File: config.mk
export PLATFORM = sky130hd
export DESIGN_NAME = fpu_prog_loader
export DESIGN_NICKNAME = d
export VERILOG_FILES = /design/src/rtl/fpu_prog_loader.sv
export SDC_FILE = /design/constraint.sdc
export NUM_CORES = 1
export LEC_CHECK = 0
export CORE_UTILIZATION = 40
export DETAILED_ROUTE_END_ITERATION = 10
export REMOVE_ABC_BUFFERS = 1
export SLEW_MARGIN = 20
export SYNTH_ARGS = -nofsm -noshare
export SYNTH_HDL_FRONTEND = slang
export SYNTH_SLANG_ARGS = --single-unit
export TNS_END_PERCENT = 30
File: constraint.sdc
create_clock -name clk -period 7.08 [get_ports clk]
set_clock_uncertainty 0.2 [all_clocks]
set_input_delay 2.124 -clock clk [delete_from_list [all_inputs] [get_ports clk]]
set_output_delay 2.124 -clock clk [all_outputs]
set_load 0.005 [all_outputs]
File: src/rtl/fpu_prog_loader.sv
// UART program loader: packs received bytes into little-endian words and writes them to SRAM.
// Optional checksum verification is compiled in with FPU_PROG_LOADER_CKSUM_EN.
module fpu_prog_loader #(
  parameter int unsigned DATA_W = 32,
  parameter int unsigned ADDR_W = 8,
  parameter logic [DATA_W-1:0] END_WORD = DATA_W'(32'h0000_0FFF)
) (
  input  logic              clk,
  input  logic              rst_l,
  input  logic              rx_dv_i,
  input  logic [7:0]        rx_byte_i,
  input  logic              restart_i,
  output logic              we_o,
  output logic [ADDR_W-1:0] addr_o,
  output logic [DATA_W-1:0] wdata_o,
  output logic              load_done_o,
  output logic [ADDR_W:0]   word_count_o,
  output logic              overflow_o,
  output logic              rx_drop_o,
  output logic              cksum_err_o
);

  localparam int unsigned NB  = DATA_W / 8;
  localparam int unsigned BCW = (NB > 1) ? $clog2(NB) : 1;
  localparam logic [ADDR_W:0] FULL_COUNT = {1'b1, {ADDR_W{1'b0}}};

  typedef enum logic [2:0] {
    StRecv,
    StCheck,
    StWrite,
    StDone,
`ifdef FPU_PROG_LOADER_CKSUM_EN
    StError,
    StCksum
`else
    StError
`endif
  } state_e;

  state_e            state_q, state_d;
  logic [BCW-1:0]    byte_cnt_q, byte_cnt_d;
  logic [DATA_W-1:0] buf_q, buf_d;
  logic [DATA_W-1:0] word_q, word_d;
  logic [ADDR_W-1:0] addr_q, addr_d;
  logic [ADDR_W:0]   count_q, count_d;
  logic [ADDR_W-1:0] out_addr_q, out_addr_d;
  logic [DATA_W-1:0] out_data_q, out_data_d;
  logic              overflow_q, overflow_d;
  logic              drop_q, drop_d;
  logic [DATA_W-1:0] asm_word;
  logic              last_byte;
`ifdef FPU_PROG_LOADER_CKSUM_EN
  logic [DATA_W-1:0] acc_q, acc_d;
  logic              ck_phase_q, ck_phase_d;
  logic              cksum_err_q, cksum_err_d;
`endif

  always_comb begin
    asm_word = buf_q;
    asm_word[{byte_cnt_q, 3'b000} +: 8] = rx_byte_i;
  end

  assign last_byte = (byte_cnt_q == BCW'(NB - 1));

  always_comb begin
    state_d    = state_q;
    byte_cnt_d = byte_cnt_q;
    buf_d      = buf_q;
    word_d     = word_q;
    addr_d     = addr_q;
    count_d    = count_q;
    out_addr_d = out_addr_q;
    out_data_d = out_data_q;
    overflow_d = overflow_q;
    drop_d     = drop_q;
`ifdef FPU_PROG_LOADER_CKSUM_EN
    acc_d       = acc_q;
    ck_phase_d  = ck_phase_q;
    cksum_err_d = cksum_err_q;
`endif
    if (restart_i) begin
      state_d    = StRecv;
      byte_cnt_d = '0;
      addr_d     = '0;
      count_d    = '0;
      out_addr_d = '0;
      overflow_d = 1'b0;
      drop_d     = 1'b0;
`ifdef FPU_PROG_LOADER_CKSUM_EN
      acc_d       = '0;
      ck_phase_d  = 1'b0;
      cksum_err_d = 1'b0;
`endif
    end else begin
      unique case (state_q)
`ifdef FPU_PROG_LOADER_CKSUM_EN
        StRecv, StCksum: begin
`else
        StRecv: begin
`endif
          if (rx_dv_i) begin
            buf_d = asm_word;
            if (last_byte) begin
              word_d     = asm_word;
              byte_cnt_d = '0;
              state_d    = StCheck;
`ifdef FPU_PROG_LOADER_CKSUM_EN
              ck_phase_d = (state_q == StCksum);
`endif
            end else begin
              byte_cnt_d = byte_cnt_q + BCW'(1);
            end
          end
        end
        StCheck: begin
          if (rx_dv_i) drop_d = 1'b1;
`ifdef FPU_PROG_LOADER_CKSUM_EN
          if (ck_phase_q) begin
            ck_phase_d = 1'b0;
            if (word_q == acc_q) begin
              state_d = StDone;
            end else begin
              cksum_err_d = 1'b1;
              state_d     = StError;
            end
          end else if (word_q == END_WORD) begin
            state_d = StCksum;
          end else
`else
          if (word_q == END_WORD) begin
            state_d = StDone;
          end else
`endif
          if (count_q == FULL_COUNT) begin
            overflow_d = 1'b1;
            state_d    = StError;
          end else begin
            out_addr_d = addr_q;
            out_data_d = word_q;
            state_d    = StWrite;
          end
        end
        StWrite: begin
          if (rx_dv_i) drop_d = 1'b1;
          // Saturate; the full condition is caught on the next word in CHECK.
          if (addr_q != {ADDR_W{1'b1}}) addr_d = addr_q + ADDR_W'(1);
          count_d = count_q + (ADDR_W + 1)'(1);
`ifdef FPU_PROG_LOADER_CKSUM_EN
          acc_d = acc_q + word_q;
`endif
          state_d = StRecv;
        end
        StDone, StError: ;
        default: state_d = StRecv;
      endcase
    end
  end

  always_ff @(posedge clk or negedge rst_l) begin
    if (!rst_l) begin
      state_q    <= StRecv;
      byte_cnt_q <= '0;
      buf_q      <= '0;
      word_q     <= '0;
      addr_q     <= '0;
      count_q    <= '0;
      out_addr_q <= '0;
      out_data_q <= '0;
      overflow_q <= 1'b0;
      drop_q     <= 1'b0;
`ifdef FPU_PROG_LOADER_CKSUM_EN
      acc_q       <= '0;
      ck_phase_q  <= 1'b0;
      cksum_err_q <= 1'b0;
`endif
    end else begin
      state_q    <= state_d;
      byte_cnt_q <= byte_cnt_d;
      buf_q      <= buf_d;
      word_q     <= word_d;
      addr_q     <= addr_d;
      count_q    <= count_d;
      out_addr_q <= out_addr_d;
      out_data_q <= out_data_d;
      overflow_q <= overflow_d;
      drop_q     <= drop_d;
`ifdef FPU_PROG_LOADER_CKSUM_EN
      acc_q       <= acc_d;
      ck_phase_q  <= ck_phase_d;
      cksum_err_q <= cksum_err_d;
`endif
    end
  end

  assign we_o         = (state_q == StWrite);
  assign addr_o       = out_addr_q;
  assign wdata_o      = out_data_q;
  assign load_done_o  = (state_q == StDone);
  assign word_count_o = count_q;
  assign overflow_o   = overflow_q;
  assign rx_drop_o    = drop_q;
`ifdef FPU_PROG_LOADER_CKSUM_EN
  assign cksum_err_o  = cksum_err_q;
`else
  assign cksum_err_o  = 1'b0;
`endif

endmodule

==> impl.org <==
** Setup path
- Of all nets on the critical path, the largest fanout is 65.
- In this run the critical register-to-register path is captured at wdata_o[31]$_DFFE_PN0P_.
- The critical path in this run is classified as in2reg.
- WP data required :: 7.13 ns
- Endpoint type of the worst setup path :: flop
- Across all register-to-register paths, the minimum setup slack is 3.88 ns.
- Worst R2R Path Depth :: 5
- Setup crit start kind :: input pin
- Crit path arrival time :: 4.97 ns
- In this run the critical register-to-register path is launched from word_q[18]$_DFFE_PN0P_.

** Timing
- Static timing analysis puts the maximum clock frequency at 203 MHz.
- Final number of hold-violating endpoints :: 0
- Slew @ Worst Pin :: 1.05 ns
- In the final timing run, aggregate negative setup slack is 0 ns.
- The max-slew violation count is 0.
- Minimum clock period :: 4.93 ns
- Final period util :: 69.6%
- RSZ-0062 raised after global routing :: false
- Setup violations remaining at the end of the flow were counted as 0.
- The worst pin sits at a relative slew slack of 29.8%.

** CTS
- The clock reaches the later pin of the worst-skew pair after 0.42 ns.
- Clock tree root buffer cell :: sky130_fd_sc_hd__clkbuf_16
- TritonCTS built the clock tree.
- Count of hold buffers inserted by post-cts repair :: 0
- Clock-pin slew was measured on the worst setup and hold paths at 0.06 ns.
- Resize count post-CTS :: 0
- Clock buffers created by TritonCTS :: 17
- The H-tree was split into 4 levels.
- No sink is reached through more buffers than the 2 on the longest clock path.
- Post-CTS Setup Repair Bufs :: 0
- Num Clock Sinks :: 128

** Yosys
- Summing every instance area after synthesis gives 5810 um^2.
- The synthesized design contains 0 enable-type register cells.
- Register area share after synthesis :: 55.2%
- Synthesis instantiated 47 different standard cells from the library.
- In the synthesized netlist, the number of instances is 509.
- In the synthesized netlist the async set-or-reset flop fraction comes to 100%.
- Number of synthesis warnings :: 0
- Synth Flop Type :: sky130_fd_sc_hd__dfrtp_1
- A synthesized cell averages 11.4 um^2.
- In this run, synthesis produced a sequential element count of 128.

** Global routing
- The first global-routing pass estimated 20500 um of wire.
- Number of global-route vias before repair :: 3983
- Global-route usage over all layers :: 18.1%
- Entering global routing, the biggest net connects 78 pins.
- The total overflow left after global routing is 0.
- The number of antenna violations at the first check in global routing came to 0.

** Pwr
- Total leakage power :: 3.23 nW
- Total power density per cell area :: 263 nW/um^2
- Across the VDD grid, the largest voltage drop is 0.161 mV.

** Final layout
- Cells with a size suffix above 1 make up 13.5% of the layout.
- Most frequent cells in the layout :: sky130_fd_sc_hd__dfrtp_1, sky130_fd_sc_hd__a21oi_1, sky130_fd_sc_hd__clkdlybuf4s50_1, sky130_fd_sc_hd__nor2_1, sky130_fd_sc_hd__nand2_1
- Layout area overhead :: 22.0%
- Summing all flip-flop and latch instances after layout gives 3200 um^2.
- Number of diodes :: 0
- Number of standard cells in the layout, taps in and fillers out :: 757
- The multi-input combinational cells in the finished layout cover a total of 2370 um^2.
- Leaving out fill and tap cells, the most frequent cell in the layout is sky130_fd_sc_hd__dfrtp_1.
- Counting the fill cells in the layout gives 1248.
- At the end of the flow, the number of nets in the layout was 585.

** Placement
- Placed Cells incl. Taps :: 725
- Final weighted congestion of routability-driven global placement :: 0.764
- HPWL Detailed :: 7830 um
- The count of buffers added on input and output ports is 64.

** Die
- The initial utilization of the core area, before any placement, comes to 41.3%.
- Measured along the x axis, the die boundary spans 122 um.
- Pin placement for this block handled 66 I/O pins.
- Vertical die dimension :: 122 um
- Row cnt :: 43
- The floorplan step defined a die boundary enclosing 15000 um^2.
- Standard cell core area :: 14000 um^2

** Drt
- Post-DRT Antenna Nets :: 0
- Dividing the detail-routed via count by the number of cells gives 5.16.
- Total wire length :: 12200 um
- After detailed routing, the average wire length per cell comes to 16.1 um.
- After detailed routing, the number of remaining DRC violations is 0.
- The detailed router put a total of 6100 um of wire on met1.
- Met2 layer wire length in the routed design :: 5360 um
- Number of optimization iterations in the first detailed-route pass :: 5
- The routed layout has 3905 vias.
- Detailed Route Iter0 Violations :: 183
- Length of routed met3 wiring :: 554 um
- In this run the top signal layer used is met4.

** Status
- The flow ran to the end, and the final reports show no timing, DRC or antenna violations.

** Worst hold path
- Start point of the worst hold path :: buf_q[25]$_DFFE_PN0P_
- Path category of the worst min-delay check :: reg2reg
- For hold timing, the worst endpoint is buf_q[25]$_DFFE_PN0P_.
- Along the worst hold path, the cell count comes to 1.

** Flow run
- Max cap viols :: 0
worst max-delay path: stages:
cell and delay, ns:
sky130_fd_sc_hd__clkdlybuf4s50_1 0.86, sky130_fd_sc_hd__buf_4 0.29, sky130_fd_sc_hd__clkinv_1 0.41, sky130_fd_sc_hd__and2_1 0.39, sky130_fd_sc_hd__and3b_2 0.59, sky130_fd_sc_hd__nor2_1 0.25, sky130_fd_sc_hd__a21oi_1 0.06
synthesized netlist by cell type, types with 2 or more instances:
| cell | number | area share, % |
|---|---|---|
| sky130_fd_sc_hd__a211oi_1 | 2 | 0.26 |
| sky130_fd_sc_hd__a21oi_1 | 72 | 6.2 |
| sky130_fd_sc_hd__a22o_1 | 32 | 4.8 |
| sky130_fd_sc_hd__and2_1 | 4 | 0.43 |
| sky130_fd_sc_hd__and3_1 | 2 | 0.22 |
| sky130_fd_sc_hd__buf_1 | 8 | 0.52 |
| sky130_fd_sc_hd__buf_12 | 3 | 1.0 |
| sky130_fd_sc_hd__buf_2 | 9 | 0.78 |
| sky130_fd_sc_hd__buf_4 | 2 | 0.26 |
| sky130_fd_sc_hd__buf_6 | 3 | 0.58 |
| sky130_fd_sc_hd__clkbuf_1 | 5 | 0.32 |
| sky130_fd_sc_hd__dfrtp_1 | 128 | 55 |
| sky130_fd_sc_hd__ha_1 | 9 | 1.9 |
| sky130_fd_sc_hd__inv_1 | 9 | 0.58 |
| sky130_fd_sc_hd__mux2_2 | 2 | 0.39 |
| sky130_fd_sc_hd__mux2_4 | 30 | 7.8 |
| sky130_fd_sc_hd__mux2i_1 | 9 | 1.6 |
| sky130_fd_sc_hd__nand2_1 | 33 | 2.1 |
| sky130_fd_sc_hd__nand2b_1 | 2 | 0.22 |
| sky130_fd_sc_hd__nand3_1 | 2 | 0.17 |
| sky130_fd_sc_hd__nand4_1 | 6 | 0.65 |
| sky130_fd_sc_hd__nor2_1 | 59 | 3.8 |
| sky130_fd_sc_hd__nor2b_1 | 32 | 3.4 |
| sky130_fd_sc_hd__nor3_1 | 4 | 0.34 |
| sky130_fd_sc_hd__nor4_1 | 3 | 0.32 |
| sky130_fd_sc_hd__nor4b_1 | 2 | 0.30 |
| sky130_fd_sc_hd__nor4b_2 | 2 | 0.52 |
| sky130_fd_sc_hd__nor4bb_1 | 2 | 0.34 |
| sky130_fd_sc_hd__o21ai_0 | 3 | 0.26 |
| sky130_fd_sc_hd__or3_1 | 2 | 0.22 |
| sky130_fd_sc_hd__xnor2_1 | 4 | 0.60 |
| sky130_fd_sc_hd__xor2_1 | 9 | 1.4 |
flip-flops by register name, summed over array words and instances, names as in the netlist:
name	cells
buf_q	32
wdata_o	32
word_q	32
word_count_o	9
addr_o	8
addr_q	8
state_q	3
byte_cnt_q	2
overflow_o	1
rx_drop_o	1
kinds of logic after synthesis:
logic type / count (synthesis) / synth area share [%]
AOI/OAI and AO/OA: 111 / 11.8
adders and majority gates: 9 / 1.94
muxes: 41 / 9.70
DFF: 128 / 55.2
xor gates and xnor gates: 13 / 1.96
and+or+nand+nor: 165 / 15.1
other: 1 / 0.0646
buffers and inverters: 41 / 4.20
cell type report:
cell class              count  area share, %
clock inverters            15           2.33
inverters                  11          0.583
repair buffers             66           9.22
flip-flops and latches    128           45.2
multi-input cells         340           33.4
well taps                 180           3.18
clock buffers              17           6.01
worst max-delay path by stage:
stage / slack [ns] / end / depth (start not counted) / from
3_5_place_dp: 1.70 / word_q[17]$_DFFE_PN0P_ / 7 / restart_i
4_1_cts: 2.16 / word_q[17]$_DFFE_PN0P_ / 7 / restart_i
6_report: 2.15 / word_q[17]$_DFFE_PN0P_ / 7 / restart_i
2_1_floorplan: 2.64 / word_q[0]$_DFFE_PN0P_ / 4 / rx_dv_i
3_3_place_gp: 1.89 / word_q[30]$_DFFE_PN0P_ / 7 / restart_i
5_1_grt: 1.87 / word_q[27]$_DFFE_PN0P_ / 7 / restart_i
stage by stage:
| stage | worst slack [ns] | power, W | utilization (%) | area (um^2) | hold slack (ns) |
|---|---|---|---|---|---|
| after floorplan | 2.64 | 0.000939 | - | 5600 | 0.258 |
| after detailed placement | 1.70 | 0.00102 | 46.2 | 6490 | 0.274 |
| after global placement | 1.89 | 0.00101 | 46.2 | 6490 | 0.275 |
| after global routing | 1.87 | 0.00195 | 50.4 | 7080 | 0.309 |
| final | 2.15 | 0.00186 | 50.4 | 7080 | 0.290 |
| after CTS | 2.16 | 0.00188 | 50.4 | 7080 | 0.294 |
routing by layer:
layer	global-route usage (%)	vias to the layer above
li1	-	1884
met1	25.7	1919
met2	26.2	88
met3	5.07	14
met4	6.48	0
met5	0	-
power by group:
part	total (W)	switching [W]	leakage [nW]	internal (W)
Sequential	0.000844	0.0000484	1.76	0.000795
Clock	0.000863	0.000342	0.264	0.000520
Combinational	0.000156	0.0000826	1.21	0.0000738
Total	0.00186	0.000474	3.23	0.00139
(Power assumes the default switching activity.)
